===== src/rtl/fifo_pkg.sv =====
// fifo_pkg: shared constants and width helpers for the fifo slice.
//   FIFO_DATA_WIDTH / FIFO_DEPTH : default entry width and entry count
//   ptr_t / count_t             : pointer and occupancy types for the defaults
//   fifo_ptr_w()                : pointer width for an arbitrary power-of-two depth
package fifo_pkg;

  localparam int unsigned FIFO_DATA_WIDTH = 8;
  localparam int unsigned FIFO_DEPTH      = 8;

  localparam int unsigned FIFO_PTR_W = $clog2(FIFO_DEPTH);
  localparam int unsigned FIFO_CNT_W = FIFO_PTR_W + 1;

  typedef logic [FIFO_PTR_W-1:0] ptr_t;
  typedef logic [FIFO_CNT_W-1:0] count_t;

  // Depth 1 would give a zero-width pointer; clamp to one bit.
  function automatic int unsigned fifo_ptr_w(input int unsigned depth);
    return (depth < 2) ? 1 : $clog2(depth);
  endfunction

endpackage


===== src/rtl/fifo_if.sv =====
// fifo_if: producer/consumer handshake bundle for fifo.
//   wren, i_data : write request and data (master -> slave)
//   rden         : read request           (master -> slave)
//   o_data       : registered read data   (slave -> master)
//   full, empty  : occupancy flags        (slave -> master)
//   overflow, underflow : sticky error flags, only with FIFO_ERR_FLAGS_EN
interface fifo_if #(
  parameter int unsigned DATA_WIDTH = 8
);

  logic                  wren;
  logic [DATA_WIDTH-1:0] i_data;
  logic                  rden;
  logic [DATA_WIDTH-1:0] o_data;
  logic                  full;
  logic                  empty;
`ifdef FIFO_ERR_FLAGS_EN
  logic                  overflow;
  logic                  underflow;
`endif

  modport master (
    output wren, i_data, rden,
`ifdef FIFO_ERR_FLAGS_EN
    input  overflow, underflow,
`endif
    input  o_data, full, empty
  );

  modport slave (
    input  wren, i_data, rden,
`ifdef FIFO_ERR_FLAGS_EN
    output overflow, underflow,
`endif
    output o_data, full, empty
  );

endinterface


===== src/rtl/fifo_mem.sv =====
// fifo_mem: DEPTH x DATA_WIDTH register array for fifo.
//   clk, rst_n : clock, synchronous active-low reset (clears rdata only)
//   we, waddr, wdata : synchronous write port
//   re, raddr, rdata : synchronous read port, rdata registered and held
//                      between reads
module fifo_mem
  import fifo_pkg::*;
#(
  parameter int unsigned DATA_WIDTH = FIFO_DATA_WIDTH,
  parameter int unsigned DEPTH      = FIFO_DEPTH,
  localparam int unsigned ADDR_W    = fifo_ptr_w(DEPTH)
) (
  input  logic                  clk,
  input  logic                  rst_n,
  input  logic                  we,
  input  logic [ADDR_W-1:0]     waddr,
  input  logic [DATA_WIDTH-1:0] wdata,
  input  logic                  re,
  input  logic [ADDR_W-1:0]     raddr,
  output logic [DATA_WIDTH-1:0] rdata
);

  logic [DATA_WIDTH-1:0] mem [DEPTH];

  // Storage is deliberately not reset; a write on a reset edge is dropped.
  always_ff @(posedge clk) begin
    if (rst_n && we) begin
      mem[waddr] <= wdata;
    end
  end

  always_ff @(posedge clk) begin
    if (!rst_n) begin
      rdata <= '0;
    end else if (re) begin
      rdata <= mem[raddr];
    end
  end

endmodule


===== src/rtl/fifo.sv =====
// fifo: synchronous single-clock FIFO, DEPTH entries x DATA_WIDTH bits.
//   clk   : clock, rising edge
//   rst_n : synchronous active-low reset
//   bus   : fifo_if.slave (wren, i_data, rden, o_data, full, empty)
// Optional macro FIFO_ERR_FLAGS_EN adds sticky overflow/underflow outputs
// on bus. DEPTH must be a power of two >= 2; bus must be built with the
// same DATA_WIDTH.
module fifo
  import fifo_pkg::*;
#(
  parameter int unsigned DATA_WIDTH = FIFO_DATA_WIDTH,
  parameter int unsigned DEPTH      = FIFO_DEPTH
) (
  input  logic   clk,
  input  logic   rst_n,
  fifo_if.slave  bus
);

  localparam int unsigned PTR_W = fifo_ptr_w(DEPTH);
  localparam int unsigned CNT_W = PTR_W + 1;

  logic [PTR_W-1:0] wr_ptr;
  logic [PTR_W-1:0] rd_ptr;
  logic [CNT_W-1:0] count;
  logic             wr_acc;
  logic             rd_acc;
  logic             full_q;
  logic             empty_q;

  // Flags decode the registered count only, so no input reaches them
  // combinationally; acceptance uses those same flags.
  always_comb begin
    full_q  = (count == CNT_W'(DEPTH));
    empty_q = (count == '0);
    wr_acc  = bus.wren & ~full_q;
    rd_acc  = bus.rden & ~empty_q;
  end

  assign bus.full  = full_q;
  assign bus.empty = empty_q;

  // Pointers wrap naturally because DEPTH is a power of two.
  always_ff @(posedge clk) begin
    if (!rst_n) begin
      wr_ptr <= '0;
      rd_ptr <= '0;
      count  <= '0;
    end else begin
      if (wr_acc) begin
        wr_ptr <= wr_ptr + PTR_W'(1);
      end
      if (rd_acc) begin
        rd_ptr <= rd_ptr + PTR_W'(1);
      end
      case ({wr_acc, rd_acc})
        2'b10:   count <= count + CNT_W'(1);
        2'b01:   count <= count - CNT_W'(1);
        default: count <= count;
      endcase
    end
  end

  fifo_mem #(
    .DATA_WIDTH (DATA_WIDTH),
    .DEPTH      (DEPTH)
  ) u_mem (
    .clk   (clk),
    .rst_n (rst_n),
    .we    (wr_acc),
    .waddr (wr_ptr),
    .wdata (bus.i_data),
    .re    (rd_acc),
    .raddr (rd_ptr),
    .rdata (bus.o_data)
  );

`ifdef FIFO_ERR_FLAGS_EN
  logic overflow_q;
  logic underflow_q;

  always_ff @(posedge clk) begin
    if (!rst_n) begin
      overflow_q  <= 1'b0;
      underflow_q <= 1'b0;
    end else begin
      if (bus.wren && full_q) begin
        overflow_q <= 1'b1;
      end
      if (bus.rden && empty_q) begin
        underflow_q <= 1'b1;
      end
    end
  end

  assign bus.overflow  = overflow_q;
  assign bus.underflow = underflow_q;
`endif

endmodule


===== src/flat_wrapper.sv =====
// flat-port wrapper written by rule: the top's interface ports become plain ports
module fifo_flat import fifo_pkg::*;
#(
  parameter int unsigned DATA_WIDTH = FIFO_DATA_WIDTH,
  parameter int unsigned DEPTH      = FIFO_DEPTH
)
  (clk, rst_n, bus_wren, bus_i_data, bus_rden, bus_o_data, bus_full, bus_empty);
  fifo_if #(.DATA_WIDTH(DATA_WIDTH)) bus_i ();
  input  logic clk;
  input  logic rst_n;
  input wire logic [$bits(bus_i.wren)-1:0] bus_wren;
  input wire logic [$bits(bus_i.i_data)-1:0] bus_i_data;
  input wire logic [$bits(bus_i.rden)-1:0] bus_rden;
  output wire logic [$bits(bus_i.o_data)-1:0] bus_o_data;
  output wire logic [$bits(bus_i.full)-1:0] bus_full;
  output wire logic [$bits(bus_i.empty)-1:0] bus_empty;
  assign bus_i.wren = bus_wren;
  assign bus_i.i_data = bus_i_data;
  assign bus_i.rden = bus_rden;
  assign bus_o_data = bus_i.o_data;
  assign bus_full = bus_i.full;
  assign bus_empty = bus_i.empty;
  fifo #(.DATA_WIDTH(DATA_WIDTH), .DEPTH(DEPTH)) u_core (.clk(clk), .rst_n(rst_n), .bus(bus_i));
endmodule

===== config.mk =====
export PLATFORM = sky130hd
export DESIGN_NAME = fifo_flat
export DESIGN_NICKNAME = d
export VERILOG_FILES = /design/src/rtl/fifo_pkg.sv /design/src/rtl/fifo_if.sv /design/src/rtl/fifo_mem.sv /design/src/rtl/fifo.sv /design/src/flat_wrapper.sv
export SDC_FILE = /design/constraint.sdc
export NUM_CORES = 1
export LEC_CHECK = 0
export ABC_AREA = 1
export CAP_MARGIN = 20
export CORE_MARGIN = 2
export CORE_UTILIZATION = 28
export CTS_CLUSTER_SIZE = 12
export DETAILED_ROUTE_END_ITERATION = 16
export GPL_TIMING_DRIVEN = 0
export SYNTH_ARGS = -nofsm -noshare
export SYNTH_HDL_FRONTEND = slang
export SYNTH_SLANG_ARGS = --single-unit

===== constraint.sdc =====
create_clock -name clk -period 3.1 [get_ports clk]
set_input_delay 0.62 -clock clk [delete_from_list [all_inputs] [get_ports clk]]
set_output_delay 0.62 -clock clk [all_outputs]
set_load 0.005 [all_outputs]

==> flow_summary.json, run 1 <==
{
  "postCtsSetupBuffers": 0,
  "cts_made_buffers": 9,
  "cap_violations": 0,
  "grt_max_degree": 14,
  "drt_iter0_drc": 157,
  "start_kind": "input pin",
  "slew_headroom": 0.301,
  "grt_pass1_wl_mm": 13.1,
  "fin_total_pwr_uw": 3430,
  "drt-wirelength-per-cell_um": 14.1,
  "die_area_um2": 13800,
  "synth-warning-count": 0,
  "cts.reportedPaths.clkPinSlew_ns": 0.06,
  "finalNonFillerCells": 580,
  "dpl.hpwl_mm": 5.51,
  "cellPowerDensity_nw_per_um2": 787,
  "grt_pass1_vias": 2555,
  "synth_nets": 387,
  "peakVddDrop_uv": 314,
  "cts_max_level": 3,
  "r2r_start": "u_core.count[1]",
  "clockBufferDepth": 2,
  "r2r_slack_ns": 0.91,
  "cts-resized-gates": 0,
  "cts_root_buffer": "clkbuf_16",
  "cp-startpoint": "rst_n",
  "synth_cell_types": 22,
  "clkSinkCount": 82,
  "die_x_um": 117,
  "max_freq_ghz": 0.393,
  "viasPerCell": 4.37,
  "gp_congestion": 0.759,
  "num-nets-final": 421,
  "cts_tree": "yes",
  "min_path_cells": 2,
  "finalHoldViolCount": 0,
  "hold_path.class": "flop to flop",
  "antenna_cells": 0,
  "hold-worst-slack_ns": 0.463,
  "crit_arrival_ns": 2.49,
  "vias": 2534,
  "post-route-drc-count": 0,
  "synth_area_per_cell_um2": 9.76,
  "rsz0062_at_grt": "false",
  "r2r_cells": 6,
  "ant_nets": 0,
  "placementRows": 41,
  "utilization": 0.347,
  "cp_max_fo": 10,
  "finalSetupViolCount": 0,
  "antenna_found_initial": 0,
  "io_buffers": 21,
  "clk_latency_ns": 0.33,
  "drt_wl_total_mm": 8.18,
  "netlist_area_um2": 3600,
  "period_needed_ns": 2.55,
  "area_delta_synth_final_pct": 21.2,
  "drv_slew": 0,
  "ctsHoldBuffers": 0,
  "gr-total-overflow": 0,
  "hold_start": "u_core.u_mem.rdata[4]",
  "ys_seq_elements": 82,
  "reg2reg_to": "u_core.u_mem.mem[1][3]",
  "synthCells": 369,
  "start_util": 0.286,
  "p_leak_uw": 0.00181,
  "period_share": 0.821,
  "finClkSkew_ns": 0.00610,
  "grtUsageTotal": 0.126,
  "worst_pin_slew_ns": 1.04,
  "crit_path_end_kind": "flop",
  "critPathKind": "input pin to flop",
  "die_y_um": 117,
  "drive_above_1_share": 0.0858,
  "drtPass1Iterations": 4,
  "core_area_um2": 12600,
  "hold_end": "u_core.u_mem.rdata[4]",
  "yosysSeqAreaShare": 0.634,
  "required_ns": 3.04,
  "status": "finished clean",
  "dp_cells": 564,
  "io_pins": 22
}
[worst max-delay path by stage]
| stage | cells after the start | slack, ns | to |
|---|---|---|---|
| after floorplan | 3 | 1.14 | u_core.u_mem.mem[0][0] |
| after global placement | 4 | -0.20 | u_core.u_mem.mem[0][6] |
| after detailed placement | 4 | 0.18 | u_core.u_mem.mem[1][3] |
| after CTS | 4 | 0.52 | u_core.u_mem.mem[1][3] |
| after global routing | 5 | 0.35 | u_core.u_mem.mem[4][5] |
| final | 4 | 0.55 | u_core.u_mem.mem[1][3] |
[registers in the layout (all words and copies together), names as in the netlist]
name                flops
u_core.count            4
u_core.rd_ptr           3
u_core.u_mem.mem       64
u_core.u_mem.rdata      8
u_core.wr_ptr           3
[metal layers]
metal	GRT usage	vias up	share of wire	wire length (µm)
met3	0.0340	6	0.054	445
li1	-	1263	-	-
met5	0	-	0	0
met1	0.152	1207	0.44	3570
met4	0.0399	0	0.0077	63
met2	0.219	58	0.50	4100
[layout by cell type, fill, tap and decap left out, types with 4 or more instances in the layout]
| cell | n |
|---|---|
| clkbuf_16 | 11 |
| nand2_1 | 105 |
| buf_6 | 6 |
| inv_1 | 63 |
| edfxtp_1 | 64 |
| nand3_1 | 53 |
| clkdlybuf4s50_1 | 21 |
| clkbuf_1 | 4 |
| buf_4 | 4 |
| nor2_1 | 7 |
| a21oi_1 | 16 |
| buf_2 | 4 |
| ha_1 | 5 |
| dfxtp_1 | 18 |
| o21ai_0 | 9 |
| nor3_1 | 4 |
[power by group]
group	internal, µW	switching, µW	total [µW]
logic	400	614	1010
clock network	685	397	1080
registers	1280	56.1	1340
[worst max-delay path, stage by stage]
cell and delay (ns):
clkdlybuf4s50_1 0.48, clkbuf_1 0.34, nand3_1 0.21, nor2_1 0.83
[cell type report]
class / count / area (µm²)
buffer: 13 / 106
clock buffer: 16 / 314
fill: 1283 / 8200
inverter: 68 / 260
multi-input combinational: 206 / 961
sequential: 82 / 2280
tap: 172 / 215
timing repair buffer: 23 / 225
[Yosys cell counts (all sizes together)]
master / n / area [µm²]
nor2: 8 / 32.5
o21ai: 9 / 45.0
xnor2: 1 / 8.76
clkinv: 2 / 7.51
nand2: 106 / 400
dfxtp: 18 / 360
buf: 12 / 103
nor3: 6 / 30.0
fa: 1 / 20.0
a21oi: 16 / 80.1
or2: 1 / 6.26
edfxtp: 64 / 1920
inv: 66 / 253
clkbuf: 1 / 3.75
ha: 5 / 62.6
nand3: 53 / 265
[cells by family (layout without fill, tap and decap cells)]
kind of cell,after synthesis,after routing,share of synthesized area
adders and majority gates,6,6,0.0229
and+or+nand+nor,174,174,0.204
buffers and inverters,81,120,0.102
xor gates and xnor gates,1,1,0.00243
AOI/OAI and AO/OA,25,25,0.0348
DFF,82,82,0.634
[stage by stage]
| step | instance area, µm² | setup slack [ns] | TNS, ns |
|---|---|---|---|
| 2_1_floorplan | 3600 | 1.14 | 0 |
| 3_3_place_gp | 4030 | -0.197 | -2.90 |
| 3_5_place_dp | 4050 | 0.182 | 0 |
| 4_1_cts | 4360 | 0.524 | 0 |
| 5_1_grt | 4360 | 0.348 | 0 |
| 6_report | 4360 | 0.554 | 0 |
Note: power is estimated with default switching activity, not from simulation.
==> inputs of run 2 (changes only) <==
==> constraint.sdc (replaced) <==
create_clock -name clk -period 2.2 [get_ports clk]
set_input_delay 0.44 -clock clk [delete_from_list [all_inputs] [get_ports clk]]
set_output_delay 0.44 -clock clk [all_outputs]
set_load 0.005 [all_outputs]
==> flow_summary.json, run 2 (synthesis results as in run 1) <==
{
  "viasPerCell": 4.36,
  "drt_wl_total_mm": 8.19,
  "top_regs": "u_core.u_mem.mem: 64 flops, u_core.u_mem.rdata: 8 flops, u_core.count: 4 flops",
  "cap_violations": 0,
  "grtUsageTotal": 0.126,
  "placementRows": 41,
  "critPathKind": "input pin to flop",
  "finClkSkew_ns": 0.00583,
  "place_ws_ns": -0.538,
  "period_share": 0.925,
  "grt_max_degree": 14,
  "start_util": 0.286,
  "clockBufferDepth": 2,
  "fillers": 1276,
  "grt_pass1_wl_mm": 13.1,
  "fin_total_pwr_uw": 4900,
  "layout_common_cells": "nand2_1 (104), edfxtp_1 (64), inv_1 (63)",
  "min_path_cells": 2,
  "cts_max_level": 3,
  "required_ns": 2.46,
  "vias": 2535,
  "ant_nets": 0,
  "cts_made_buffers": 9,
  "die_area_um2": 13800,
  "slew_headroom": 0.616,
  "io_buffers": 21,
  "rsz0062_at_grt": "false",
  "finalSetupViolCount": 0,
  "finalHoldViolCount": 0,
  "drive_above_1_share": 0.112,
  "ctsHoldBuffers": 0,
  "crit_arrival_ns": 2.30,
  "die_y_um": 117,
  "clkSinkCount": 82,
  "drv_slew": 0,
  "cts_tree": "yes",
  "p_leak_uw": 0.00182,
  "num-nets-final": 423,
  "post-route-drc-count": 0,
  "dpl.hpwl_mm": 5.51,
  "peakVddDrop_uv": 456,
  "final_common_cell": "nand2_1",
  "period_needed_ns": 2.03,
  "core_area_um2": 12600,
  "gr-total-overflow": 0,
  "worst_pin_slew_ns": 0.574,
  "largest_reg_flops": 64,
  "hold_path.class": "flop to flop",
  "io_pins": 22,
  "drt-wirelength-per-cell_um": 14.1,
  "cp_max_fo": 9,
  "gp_congestion": 0.759,
  "cts.reportedPaths.clkPinSlew_ns": 0.06,
  "top_register": "u_core.u_mem.mem",
  "die_x_um": 117,
  "max_freq_ghz": 0.491,
  "drtPass1Iterations": 5,
  "cellPowerDensity_nw_per_um2": 1110,
  "r2r_cells": 12,
  "grt_pass1_vias": 2556,
  "antenna_found_initial": 0,
  "drt_iter0_drc": 141,
  "status": "finished clean",
  "cts_root_buffer": "clkbuf_16",
  "clk_latency_ns": 0.33,
  "finalWorstSetupSlack_ns": 0.165,
  "start_kind": "input pin",
  "antenna_cells": 0,
  "crit_path_end_kind": "flop",
  "area_delta_synth_final_pct": 23.1
}
[run 2: worst paths after layout]
path,to,from,slack [ns]
worst max-delay path,u_core.count[3],bus_rden,0.17
worst max register to register,u_core.count[3],u_core.count[0],0.17
worst min register to register,u_core.u_mem.rdata[4],u_core.u_mem.rdata[4],0.46
worst min-delay path,u_core.u_mem.rdata[4],u_core.u_mem.rdata[4],0.46
[run 2: critical path, stage by stage]
cell,delay (ns)
clkdlybuf4s50_1,0.48
nand2_2,0.10
inv_4,0.14
ha_2,0.23
ha_1,0.26
or2_2,0.30
nand2_1,0.07
nand3_1,0.06
nand2_1,0.05
nand2_1,0.05
a21oi_1,0.11
[run 2: layout make-up]
type	instances	area (µm²)	share of cell area
multi-input combinational	206	1010	0.228
clock buffer	16	314	0.0709
tap	172	215	0.0486
timing repair buffer	25	240	0.0542
inverter	68	263	0.0593
sequential	82	2280	0.515
buffer	13	108	0.0243
[run 2: timing repair]
action	in CTS	in global routing
hold endpoints to repair	0	0
pin swaps	0	1
endpoints found under the setup margin	57	59
cloned	0	0
gates resized for setup	8	7
setup buffers	0	2
[run 2: routing by layer]
metal / share of wire / GRT usage / up-vias
met2: 0.50 / 0.220 / 75
met1: 0.42 / 0.153 / 1189
li1: - / - / 1263
met3: 0.067 / 0.0340 / 8
met4: 0.011 / 0.0399 / 0
met5: 0 / 0 / -
[run 2: power by group]
group	internal [µW]	switching (µW)	total (µW)
Sequential	1810	82.1	1890
Combinational	596	887	1480
Clock	965	561	1530
Total	3370	1530	4900
[run 2: stage by stage]
stage,std cells,hold WS [ns],util,TNS (ns),cell area [µm²]
4_1_cts,580,0.465,0.350,0,4400
2_1_floorplan,369,0.460,-,0,3600
3_3_place_gp,562,0.454,0.320,-38.91,4030
3_5_place_dp,564,0.456,0.322,-28.00,4050
5_1_grt,582,0.495,0.353,0,4430
6_report,582,0.462,0.353,0,4430
==> inputs of run 3 (changes only) <==
==> constraint.sdc (replaced) <==
create_clock -name clk -period 2.2 [get_ports clk]
set_input_delay 0.44 -clock clk [delete_from_list [all_inputs] [get_ports clk]]
set_output_delay 0.44 -clock clk [all_outputs]
set_load 0.02 [all_outputs]
==> results of run 3 <==
Same layout as run 2 (identical final DEF). Status: finished clean.
Main changes from that run: setup slack after layout 0.165 ns -> 0.158 ns; start point of the critical path bus_rden -> u_core.count[0]; end point of the critical path u_core.count[3] -> bus_full; total power 4900 µW -> 4980 µW
